<file path="src/rtl/board_ram_arbiter.sv">
// -----------------------------------------------------------------------------
// board_ram_arbiter
//
// Shares the single-port synchronous board RAM (snake grid, 32x24 cells of
// 2-bit codes) between the pixel renderer and the game-logic FSM.
//
// The renderer has priority and sees a fixed two-cycle read latency. The game
// port uses a req/ack handshake. If a game request is blocked for MAX_WAIT
// consecutive cycles, it pre-empts one render slot. That slot is then answered
// with the last good render value and flagged stale.
//
// Ports
//   pclk, rst                  pixel clock, synchronous active-high reset
//   render_en/render_addr      renderer read request
//   render_data/valid/stale    renderer response, two cycles after render_en
//   game_req/we/addr/wdata     game request, held until game_ack
//   game_ack                   pulse: game access presented to RAM this cycle
//   game_rdata/game_rvalid     game read response, one cycle after game_ack
//   mem_en/we/addr/wdata       registered RAM command
//   mem_rdata                  RAM read data, one cycle after a read command
// -----------------------------------------------------------------------------
module board_ram_arbiter #(
    parameter int ADDR_W   = 10,
    parameter int DATA_W   = 2,
    parameter int MAX_WAIT = 8
) (
    input  logic              pclk,
    input  logic              rst,
    input  logic              render_en,
    input  logic [ADDR_W-1:0] render_addr,
    output logic [DATA_W-1:0] render_data,
    output logic              render_valid,
    output logic              render_stale,
    input  logic              game_req,
    input  logic              game_we,
    input  logic [ADDR_W-1:0] game_addr,
    input  logic [DATA_W-1:0] game_wdata,
    output logic              game_ack,
    output logic [DATA_W-1:0] game_rdata,
    output logic              game_rvalid,
    output logic              mem_en,
    output logic              mem_we,
    output logic [ADDR_W-1:0] mem_addr,
    output logic [DATA_W-1:0] mem_wdata,
    input  logic [DATA_W-1:0] mem_rdata
);

    // Two-stage slot tracker: grant decision -> RAM command -> RAM data.
    localparam int PIPE_DEPTH = 2;

    // Slot flag bit positions.
    localparam int F_RENDER  = 0;  // renderer asked for this slot
    localparam int F_GRANTED = 1;  // renderer actually got the RAM
    localparam int F_GREAD   = 2;  // slot carries a game read

    logic [7:0]        wait_cnt_reg;
    logic [7:0]        wait_cnt_next;
    logic              game_ack_reg;
    logic              mem_en_reg;
    logic              mem_we_reg;
    logic [ADDR_W-1:0] mem_addr_reg;
    logic [DATA_W-1:0] mem_wdata_reg;
    logic [DATA_W-1:0] last_good_reg;

    logic              game_pending;
    logic              override;
    logic              grant_game;
    logic              grant_render;
    logic [2:0]        slot_next;
    logic [2:0]        slot_out;

    // While game_ack is high, the requester has not yet had a chance to drop
    // game_req. Ignoring the request in that cycle prevents a double grant.
    assign game_pending = game_req && !game_ack_reg;
    assign override     = game_pending && (wait_cnt_reg >= 8'(MAX_WAIT));
    assign grant_game   = override || (game_pending && !render_en);
    assign grant_render = render_en && !override;

    // A pending request that does not win counts toward the override.
    // The count saturates at 255.
    always_comb begin
        wait_cnt_next = wait_cnt_reg;
        if (!game_req || grant_game) begin
            wait_cnt_next = '0;
        end else if (game_pending && (wait_cnt_reg != 8'hFF)) begin
            wait_cnt_next = wait_cnt_reg + 8'd1;
        end
    end

    always_ff @(posedge pclk) begin
        if (rst) begin
            wait_cnt_reg  <= '0;
            game_ack_reg  <= 1'b0;
            mem_en_reg    <= 1'b0;
            mem_we_reg    <= 1'b0;
            mem_addr_reg  <= '0;
            mem_wdata_reg <= '0;
        end else begin
            wait_cnt_reg  <= wait_cnt_next;
            game_ack_reg  <= grant_game;
            mem_en_reg    <= grant_game || grant_render;
            mem_we_reg    <= grant_game && game_we;
            mem_addr_reg  <= grant_game ? game_addr : render_addr;
            mem_wdata_reg <= grant_game ? game_wdata : '0;
        end
    end

    // Every render request travels down the pipe whether or not it won the
    // RAM. This guarantees a response exactly two cycles later.
    assign slot_next = {grant_game && !game_we, grant_render, render_en};

    genvar gi;
    generate
        for (gi = 0; gi < PIPE_DEPTH; gi++) begin : g_pipe
            logic [2:0] stage_reg;
            if (gi == 0) begin : g_head
                always_ff @(posedge pclk) begin
                    if (rst) stage_reg <= '0;
                    else     stage_reg <= slot_next;
                end
            end else begin : g_tail
                always_ff @(posedge pclk) begin
                    if (rst) stage_reg <= '0;
                    else     stage_reg <= g_pipe[gi-1].stage_reg;
                end
            end
        end
    endgenerate

    assign slot_out = g_pipe[PIPE_DEPTH-1].stage_reg;

    // Hold the most recent genuine render result so a pre-empted slot can
    // repeat it.
    always_ff @(posedge pclk) begin
        if (rst) begin
            last_good_reg <= '0;
        end else if (slot_out[F_RENDER] && slot_out[F_GRANTED]) begin
            last_good_reg <= mem_rdata;
        end
    end

    assign render_valid = slot_out[F_RENDER];
    assign render_stale = slot_out[F_RENDER] && !slot_out[F_GRANTED];
    assign render_data  = !slot_out[F_RENDER]  ? '0 :
                          slot_out[F_GRANTED]  ? mem_rdata : last_good_reg;

    assign game_rvalid  = slot_out[F_GREAD];
    assign game_rdata   = slot_out[F_GREAD] ? mem_rdata : '0;
    assign game_ack     = game_ack_reg;

    assign mem_en       = mem_en_reg;
    assign mem_we       = mem_we_reg;
    assign mem_addr     = mem_addr_reg;
    assign mem_wdata    = mem_wdata_reg;

endmodule

</file>
<file path="config.mk">
export PLATFORM = sky130hd
export DESIGN_NAME = board_ram_arbiter
export DESIGN_NICKNAME = d
export VERILOG_FILES = /design/src/rtl/board_ram_arbiter.sv
export SDC_FILE = /design/constraint.sdc
export NUM_CORES = 1
export LEC_CHECK = 0
export ABC_AREA = 0
export CAP_MARGIN = 10
export CORE_MARGIN = 10
export CORE_UTILIZATION = 54
export DETAILED_ROUTE_END_ITERATION = 7
export DONT_BUFFER_PORTS = 1
export PLACE_DENSITY = 0.73
export SLEW_MARGIN = 40
export SYNTH_ARGS = -nofsm -noshare
export SYNTH_HDL_FRONTEND = slang
export SYNTH_SLANG_ARGS = --single-unit
</file>
<file path="constraint.sdc">
create_clock -name pclk -period 1.3 [get_ports pclk]
set_clock_uncertainty 0.15 [all_clocks]
set_input_delay 0.13 -clock pclk [delete_from_list [all_inputs] [get_ports pclk]]
set_output_delay 0.13 -clock pclk [all_outputs]
set_load 0.01 [all_outputs]
</file>
# Word level (Yosys, flattened, before mapping)
# Index checks and enable logic that the tools add are counted.
[classes]
addsub = 1
n_mul = 0
div_mod_pow = 0
magnitude_cmp = 1
eq_ne = 1
shifts = 0
muxes = 4
n_bitwise = 1
n_reduce_logical = 20
[ops]
columns = ["cell", "count"]
rows = [
  ["$mux W10", 1],
  ["$logic_and A1 B1 Y1", 9],
  ["$add A8 B1 Y8 const B", 1],
  ["$ge A8 B4 Y1 const B", 1],
  ["$ne A8 B8 Y1 const B", 1],
  ["$logic_not A1 Y1", 6],
  ["$mux W2", 3],
  ["$reduce_or A2 Y1", 2],
  ["$logic_or A1 B1 Y1", 3],
  ["$not A1 Y1", 1],
]
[totals]
register_bits = 31
latch_bits = 0
mem_bits_rw = 0
mem_bits_ro = 0
in_bits = 29
output_inout_bits = 22
elab_cells = 37
mem_count = 0

# Logic depth before layout (Yosys ltp)
# Gate-level depths: netlist of run 1.
[logic_depth]
depth_word = 6
depth_mapped = 5
depth_no_buf = 4

# Least setup slack after synthesis of run 1
# Ideal clock, no wire load.
[synth_timing]
kind = "flip-flop to flip-flop"
start = "register wait_cnt_reg[3]"
end = "register game_ack_reg (netlist: game_ack)"
setup_time_ps = 115
arrival_ps = 1115
required_ps = 1035
path_slack_ps = -79
stages_incl_launch_ff = 5
n_path_buf = 1
synth_period_minus_slack_ps = 1379
path_cell_list = "dfxtp_1 nor4b_4 a21oi_2 buf_6 and2_1"
[synth_via]
elab_chain_cells = 3
[synth_rtl]
columns = ["item", "line", "source"]
rows = [
  ["start, declared", "56", "logic [7:0] wait_cnt_reg;"],
  ["start signal, assigned", "99", "wait_cnt_reg <= wait_cnt_next;"],
  ["$ge A8 B4 Y1", "75", "assign override = game_pending && (wait_cnt_reg >= 8'(MAX_WAIT));"],
  ["$logic_and A1 B1 Y1", "75", ""],
  ["$logic_or A1 B1 Y1", "76", "assign grant_game = override || (game_pending && !render_en);"],
  ["end signal, assigned", "100", "game_ack_reg <= grant_game;"],
  ["end, declared", "58", "logic game_ack_reg;"],
]
# No other way between the ends.
# A chain may end at the register's enable or synchronous reset.

# Final worst setup path of run 1
[layout_timing]
start = "register wait_cnt_reg[5]"
end = "register mem_wdata_reg[0] (netlist: mem_wdata[0])"
[layout_via]
elab_chain_cells = 5
[layout_rtl]
columns = ["item", "line", "source"]
rows = [
  ["$ge A8 B4 Y1", "75", ""],
  ["$logic_and A1 B1 Y1", "75", ""],
  ["$logic_or A1 B1 Y1", "76", ""],
  ["$not A1 Y1 (no line)", "--", ""],
  ["$reduce_or A2 Y1 (no line)", "--", ""],
  ["end signal, assigned", "104", "mem_wdata_reg <= grant_game ? game_wdata : '0;"],
  ["end, declared", "62", "logic [DATA_W-1:0] mem_wdata_reg;"],
]
# No other way between the ends.

==> key figures, run 1 <==
Floorplanning
  – Starting Density: 0.569
  – Site Rows: 17
  – Die Y: 68.5 um
  – Number of I/O pins: 51
  – Placeable Area: 0.00223 mm^2
  – Horizontal extent of the die: 68.5 um
  – Overall die area: 0.00469 mm^2

Timing
  – Unrepaired setup endpoints after global routing: yes
  – Final number of hold-violating endpoints: 0
  – Period utilization: 1.10
  – Setup violation total in the final timing report: 21
  – Setup slack after layout: -125 ps
  – Relative max-transition margin: 0.784
  – Final count of pins violating max slew: 0
  – Final min period: 1430 ps
  – Worst-margin pin slew: 324 ps
  – Setup tns final: -1750 ps
  – Highest achievable clock rate: 702 MHz

Global routing
  – Vias in the first global route: 1,216
  – Largest net degree at the start of global routing: 26
  – Number of antenna violations at the first check in global routing: 0
  – Global-route wire length before repair: 5.96 mm
  – GR Overflow Total: 0
  – GR Util All Layers: 0.172

Critical path
  – Logic depth of the worst register-to-register path: 4
  – Worst setup path startpoint: wait_cnt_reg[5]
  – Largest fanout of any net on the critical path: 6
  – Endpoint of the most critical register-to-register path: mem_wdata[0]
  – Register-to-register setup slack: -130 ps
  – Crit Path Category: reg -> reg
  – Slowest CP cell: dfxtp_2
  – Critical register-to-register path startpoint: wait_cnt_reg[5]
  – Setup crit start kind: flip-flop
  – Arrival time of the worst setup path: 1510 ps
  – Kind of end point of the critical path: flip-flop
  – Series of cell instances along the critical path: nor4b_4 > a21oi_2 > buf_4 > and3_1
  – Required time of the critical path: 1380 ps
  – Largest stage delay, worst path: 350 ps

Synthesis
  – Primary flip-flop cell chosen by synthesis mapping: dfxtp_1
  – Synth Cell Area: 0.00127 mm^2
  – Proportion of synthesized chip area in sequential cells: 0.488
  – Proportion of netlist area held by the largest area contributor: 0.488
  – Number of unique standard cell types used by synthesis: 30
  – Syn. warnings: 0
  – Number of enable flip-flop cells after synthesis: 0
  – Instance count of the mapped netlist: 137
  – Post-synth ARST share: 0
  – Average cell area after synthesis: 9.28 um^2
  – Net count after synthesis: 168
  – Cells taking the most area after synthesis: dfxtp_1 (49%), mux2i_1 (9.4%), nand2_1 (8.3%)
  – Top cell type by total area after synthesis: dfxtp_1
  – Number of storage elements in the synthesis netlist: 31

Drt
  – Routed wire length: 4.40 mm
  – Iteration-0 DRC Markers: 63
  – Drt first pass iters: 4
  – Vias per std cell: 5.75
  – Post-route DRC violation count: 0
  – ANT nets after route: 0
  – Overall via count from detail_route: 1,237
  – Average wire per cell in the routed design: 20.4 um

Clock tree
  – Clk sinks: 31
  – Number of buffers on the longest clock path: 2
  – CTS root buffer: clkbuf_4
  – Max H-tree Level: 2
  – CTS buffer count: 5
  – Clock-pin transition on the worst setup and hold timing paths: 90 ps
  – Worst skew pair latency: 330 ps
  – Clock tree from TritonCTS: done

Place
  – Half-perimeter wire length after placement: 2.39 mm
  – PortBufs: 0
  – Routability congestion estimate from global placement: 0.793
  – Pre-CTS worst setup slack: -65.5 ps

Min path
  – Worst min-delay path startpoint: rst
  – Hold/Removal Path Class: in -> reg
  – Endpoint with the worst hold slack: wait_cnt_reg[5]
  – Worst hold path depth: 3

Layout
  – Area growth from synthesis to layout: 48.1%
  – Proportion of layout cells with a drive suffix above 1: 0.280
  – Max FFs per register: 10
  – Total Nets Final: 216

Power
  – Pwr per Cell Area: 1010 mW/mm^2
  – Maximum vdd drop: 863 uV
  – Leakage power total: 0.738 nW
  – PnR Total Power: 1.90 mW

Status
  – Failing checks: negative setup slack
  – Status: complete, but fails checks

Run
  – Max-capacitance violation count: 0
final cells by class:
cell class | instances | area (um^2)
multi-input combinational | 97 | 703
sequential | 31 | 633
timing repair buffer | 46 | 425
fill | 121 | 350
clock buffer | 8 | 68.8
tap | 28 | 35.0
inverter | 4 | 15.0
antenna | 1 | 2.50
power by group:
part           internal (mW)  total, mW  switching, mW
registers              0.988       1.03         0.0404
clock network          0.318      0.644          0.326
logic                  0.129      0.229          0.100
total                   1.44       1.90          0.466
layer usage:
layer  up-vias  global-route usage  routed length (um)
met1       572               0.161                1410
met2        74               0.306                2360
met3        25              0.0628                 419
li1        566                   -                   -
met5         -                   0                   0
met4         0               0.113                 202
cells in the mapped netlist (2+ instances only):
master and count:
nor3_1 2, and4b_1 3, inv_1 3, nor2_1 8, nor2b_1 9, mux2i_1 12, dfxtp_1 31, a31oi_1 2
a21oi_1 8, and2_1 3, nand2_1 28, clkbuf_1 3, nand3_1 4, ha_1 2, and3_1 4
kinds of logic after synthesis:
family,count (synthesis),share of synthesized area
simple gates,67,0.281
flops,31,0.488
compound gates,16,0.0817
mux,12,0.0945
buf+inv,9,0.0354
fa+ha+maj,2,0.0197
stage by stage:
| step | std cells | hold WS [ps] | cell area (um^2) | utilization |
|---|---|---|---|---|
| 2_1_floorplan | 137 | 56.1 | 1280 | - |
| 3_3_place_gp | 174 | 53.1 | 1400 | 0.625 |
| 3_5_place_dp | 174 | 53.3 | 1400 | 0.625 |
| 4_1_cts | 212 | 8.40 | 1790 | 0.803 |
| 5_1_grt | 214 | 22.2 | 1880 | 0.842 |
| 6_report | 215 | 12.4 | 1880 | 0.843 |
placed cells by master, fill, tap and decap left out, types with 2 or more instances in the layout:
cell type and instances:
a21oi_1 7, a21oi_2 2, a31oi_1 2, and2_1 3, and3_1 3, and4b_1 2, buf_4 15, buf_6 2
clkbuf_4 5, clkbuf_8 2, dfxtp_1 23, dfxtp_2 7, dlygate4sd3_1 29, inv_1 3, mux2i_1 8, mux2i_2 4
nand2_1 28, nand3_1 3, nor2_1 7, nor2b_1 6, nor2b_2 3
how the worst max path moves through the flow:
stage	end
after floorplan	game_ack
after global placement	game_ack
after detailed placement	game_ack
after CTS	wait_cnt_reg[2]
after global routing	wait_cnt_reg[3]
final	mem_wdata[0]
timing repair:
| item | CTS | global route |
|---|---|---|
| hold endpoints to repair | 25 | 7 |
| pin swaps | 1 | 8 |
| hold buffers | 28 | 1 |
| cloned | 0 | 0 |
| endpoints found under the setup margin | 25 | 26 |
| gates resized for setup | 10 | 16 |
| buffers inserted | 2 | 2 |
worst max-delay path: cells and delay by family, from the launching register on:
family | cells | cell delay (ps)
and+or+nand+nor | 2 | 510
buffers and inverters | 1 | 180
AOI/OAI and AO/OA | 1 | 130
DFF | 1 | 350
Note: power is estimated with default switching activity, not from simulation.
==> inputs of run 2 (changes only) <==
--- a/config.mk
+++ b/config.mk
@@ -16,3 +16,4 @@
 export SYNTH_ARGS = -nofsm -noshare
 export SYNTH_HDL_FRONTEND = slang
 export SYNTH_SLANG_ARGS = --single-unit
+export TNS_END_PERCENT = 30
==> run 2 against run 1 <==
Worst hold slack improved by 2.3 ps. Setup slack improved by 33 ps. Clock-buffer cell count decreased by 2. Global-route usage decreased by 0.62 points. The flow still finishes with violations (negative setup slack). Clock power decreased by 14%. Sequential power about the same. Via count decreased by 5.8%. Final area increased by 1.6%. Die area unchanged.
==> key figures, run 2 (synthesized netlist as in run 1, its figures left out) <==
Layout
  – Total Nets Final: 218 (+0.93%)
  – Final std cell area, no fill: 0.00191 mm^2 (+1.6%)
  – Max FFs per register: 10 (unchanged)
  – Most frequent standard cell in the layout excluding fill and tap cells: dlygate4sd3_1
  – Commonest cells after routing, fill and taps aside: dlygate4sd3_1 (29), nand2_1 (28), dfxtp_1 (24)
  – Post-route insts no fill: 215 (unchanged)
  – Area growth from synthesis to layout: 50.5%
  – Proportion of layout cells with a drive suffix above 1: 0.267 (-0.0122)
  – Number of antenna repair diodes: 0 (-1)

Drt
  – Routed wire length: 3.83 mm (-13%)
  – Iteration-0 DRC Markers: 31 (-51%)
  – Drt first pass iters: 4 (unchanged)
  – ANT nets after route: 0 (unchanged)
  – Post-route DRC violation count: 0 (unchanged)
  – Vias per std cell: 5.42 (-5.8%)
  – Overall via count from detail_route: 1,165 (-5.8%)
  – Average wire per cell in the routed design: 17.8 um (-13%)

Critical path
  – Arrival time of the worst setup path: 1470 ps (-40 ps)
  – Register-to-register setup slack: -90 ps (+30 ps)
  – Largest fanout of any net on the critical path: 4 (-2)
  – Kind of end point of the critical path: flip-flop
  – Crit Path Category: reg -> reg
  – Setup crit start kind: flip-flop
  – Required time of the critical path: 1370 ps (about the same)

Power
  – Net Switching: 0.439 mW (-5.9%)
  – Pwr per Cell Area: 942 mW/mm^2 (-6.7%)
  – Share of total power consumed by net switching: 0.244 (-0.00169)
  – Maximum vdd drop: 834 uV (-3.4%)
  – Share of power burned in the clock network: 0.309 (-0.030)
  – PnR Total Power: 1.80 mW (-5.2%)
  – Register share of total power: 0.566 (+0.025)
  – Combinational fraction of design power: 0.125 (+0.004)
  – Leakage power total: 0.747 nW (+1.2%)
  – Internal: 1.36 mW (-5.0%)

Clock tree
  – CTS buffer count: 5 (unchanged)
  – Max H-tree Level: 2 (unchanged)
  – Clk sinks: 31 (unchanged)
  – Number of buffers on the longest clock path: 2 (unchanged)
  – Clock tree from TritonCTS: done
  – Worst skew pair latency: 330 ps (about the same)
  – CTS root buffer: clkbuf_4
  – Clock-pin transition on the worst setup and hold timing paths: 80 ps (about the same)

Timing
  – Final min period: 1390 ps (-32.7 ps)
  – Final number of hold-violating endpoints: 0 (unchanged)
  – Setup slack after layout: -92.4 ps (+32.7 ps)
  – Period utilization: 1.07 (-0.0251)
  – Unrepaired setup endpoints after global routing: yes
  – Highest achievable clock rate: 718 MHz (+2.3%)
  – Setup violation total in the final timing report: 23 (+9.5%)
  – Final count of pins violating max slew: 0 (unchanged)
  – Relative max-transition margin: 0.780 (-0.00411)
  – Worst-margin pin slew: 331 ps (+6.17 ps)

Floorplanning
  – Die Y: 68.5 um (unchanged)
  – Site Rows: 17 (unchanged)
  – Horizontal extent of the die: 68.5 um (unchanged)
  – Starting Density: 0.569 (unchanged)
  – Overall die area: 0.00469 mm^2 (unchanged)
  – Number of I/O pins: 51 (unchanged)
  – Placeable Area: 0.00223 mm^2 (unchanged)

Min path
  – Hold/Removal Path Class: in -> reg

Place
  – Routability congestion estimate from global placement: 0.903 (+14%)
  – PortBufs: 0 (unchanged)
  – Pre-CTS worst setup slack: -216 ps (-150 ps)
  – Cell area after placement: 0.00142 mm^2 (+1.7%)
  – Cell count after placement: 176 (+1.1%)
  – Half-perimeter wire length after placement: 2.26 mm (-5.8%)

Global routing
  – Largest net degree at the start of global routing: 26 (unchanged)
  – Number of antenna violations at the first check in global routing: 0 (unchanged)
  – Global-route wire length before repair: 5.80 mm (-2.7%)
  – GR Overflow Total: 0 (unchanged)
  – Vias in the first global route: 1,197 (-1.6%)
  – GR Util All Layers: 0.165 (-0.00620)

Run
  – Max-capacitance violation count: 0 (unchanged)

Status
  – Failing checks: negative setup slack
  – Status: complete, but fails checks
-- run 2: layer usage --
| layer | vias to the layer above | wire length (um) | track usage |
|---|---|---|---|
| met4 | 0 | 51 | 0.0905 |
| met3 | 5 | 376 | 0.0628 |
| met1 | 541 | 1420 | 0.177 |
| li1 | 570 | - | - |
| met5 | - | 0 | 0 |
| met2 | 49 | 1970 | 0.275 |
-- run 2: final timing paths --
path                          start                      to  depth (start not counted)
max                 wait_cnt_reg[5]            mem_wdata[1]                          4
min reg2reg  g_pipe[0].stage_reg[2]  g_pipe[1].stage_reg[2]                          1
max reg2reg         wait_cnt_reg[5]            mem_wdata[1]                          4
min                             rst         wait_cnt_reg[7]                          3
-- run 2: area by class of cell --
type                       count  area [um^2]
clock buffer                   6         51.3
clock inverter                 1         5.00
fill                         118          320
inverter                       4         15.0
multi-input combinational     97          701
sequential                    31          642
tap                           28         35.0
timing repair buffer          48          464
-- run 2: power by group through the flow --
stage          sequential, mW  combinational [mW]  clock (mW)
2_1_floorplan            1.04              0.0953           0
3_3_place_gp             1.05               0.116           0
3_5_place_dp             1.05               0.122           0
4_1_cts                  1.02               0.206       0.572
5_1_grt                  1.02               0.245       0.618
6_report                 1.02               0.226       0.556
-- run 2: repair_timing --
item                                   4_1_cts  5_1_grt
gates resized for setup                     21       10
hold buffers                                28        1
pin swaps                                   10        2
endpoints found under the hold margin       30        8
setup buffers                                3        0
setup endpoints to repair                   26       27
-- run 2: worst max-delay path: stages, from the launching register on --
cell and delay (ps):
dfxtp_4 360, nor4b_4 340, a21oi_2 130, buf_4 160, and3_1 150
-- run 2: per-stage QoR --
| stage | setup TNS [ps] | utilization | hold slack (ps) |
|---|---|---|---|
| after floorplan | -209 | - | 56.1 |
| after global placement | -997 | 0.635 | 53.2 |
| after detailed placement | -1850 | 0.635 | 56.4 |
| after CTS | -648 | 0.836 | -116 |
| after global routing | -2480 | 0.857 | 11.9 |
| final | -1150 | 0.857 | 14.6 |
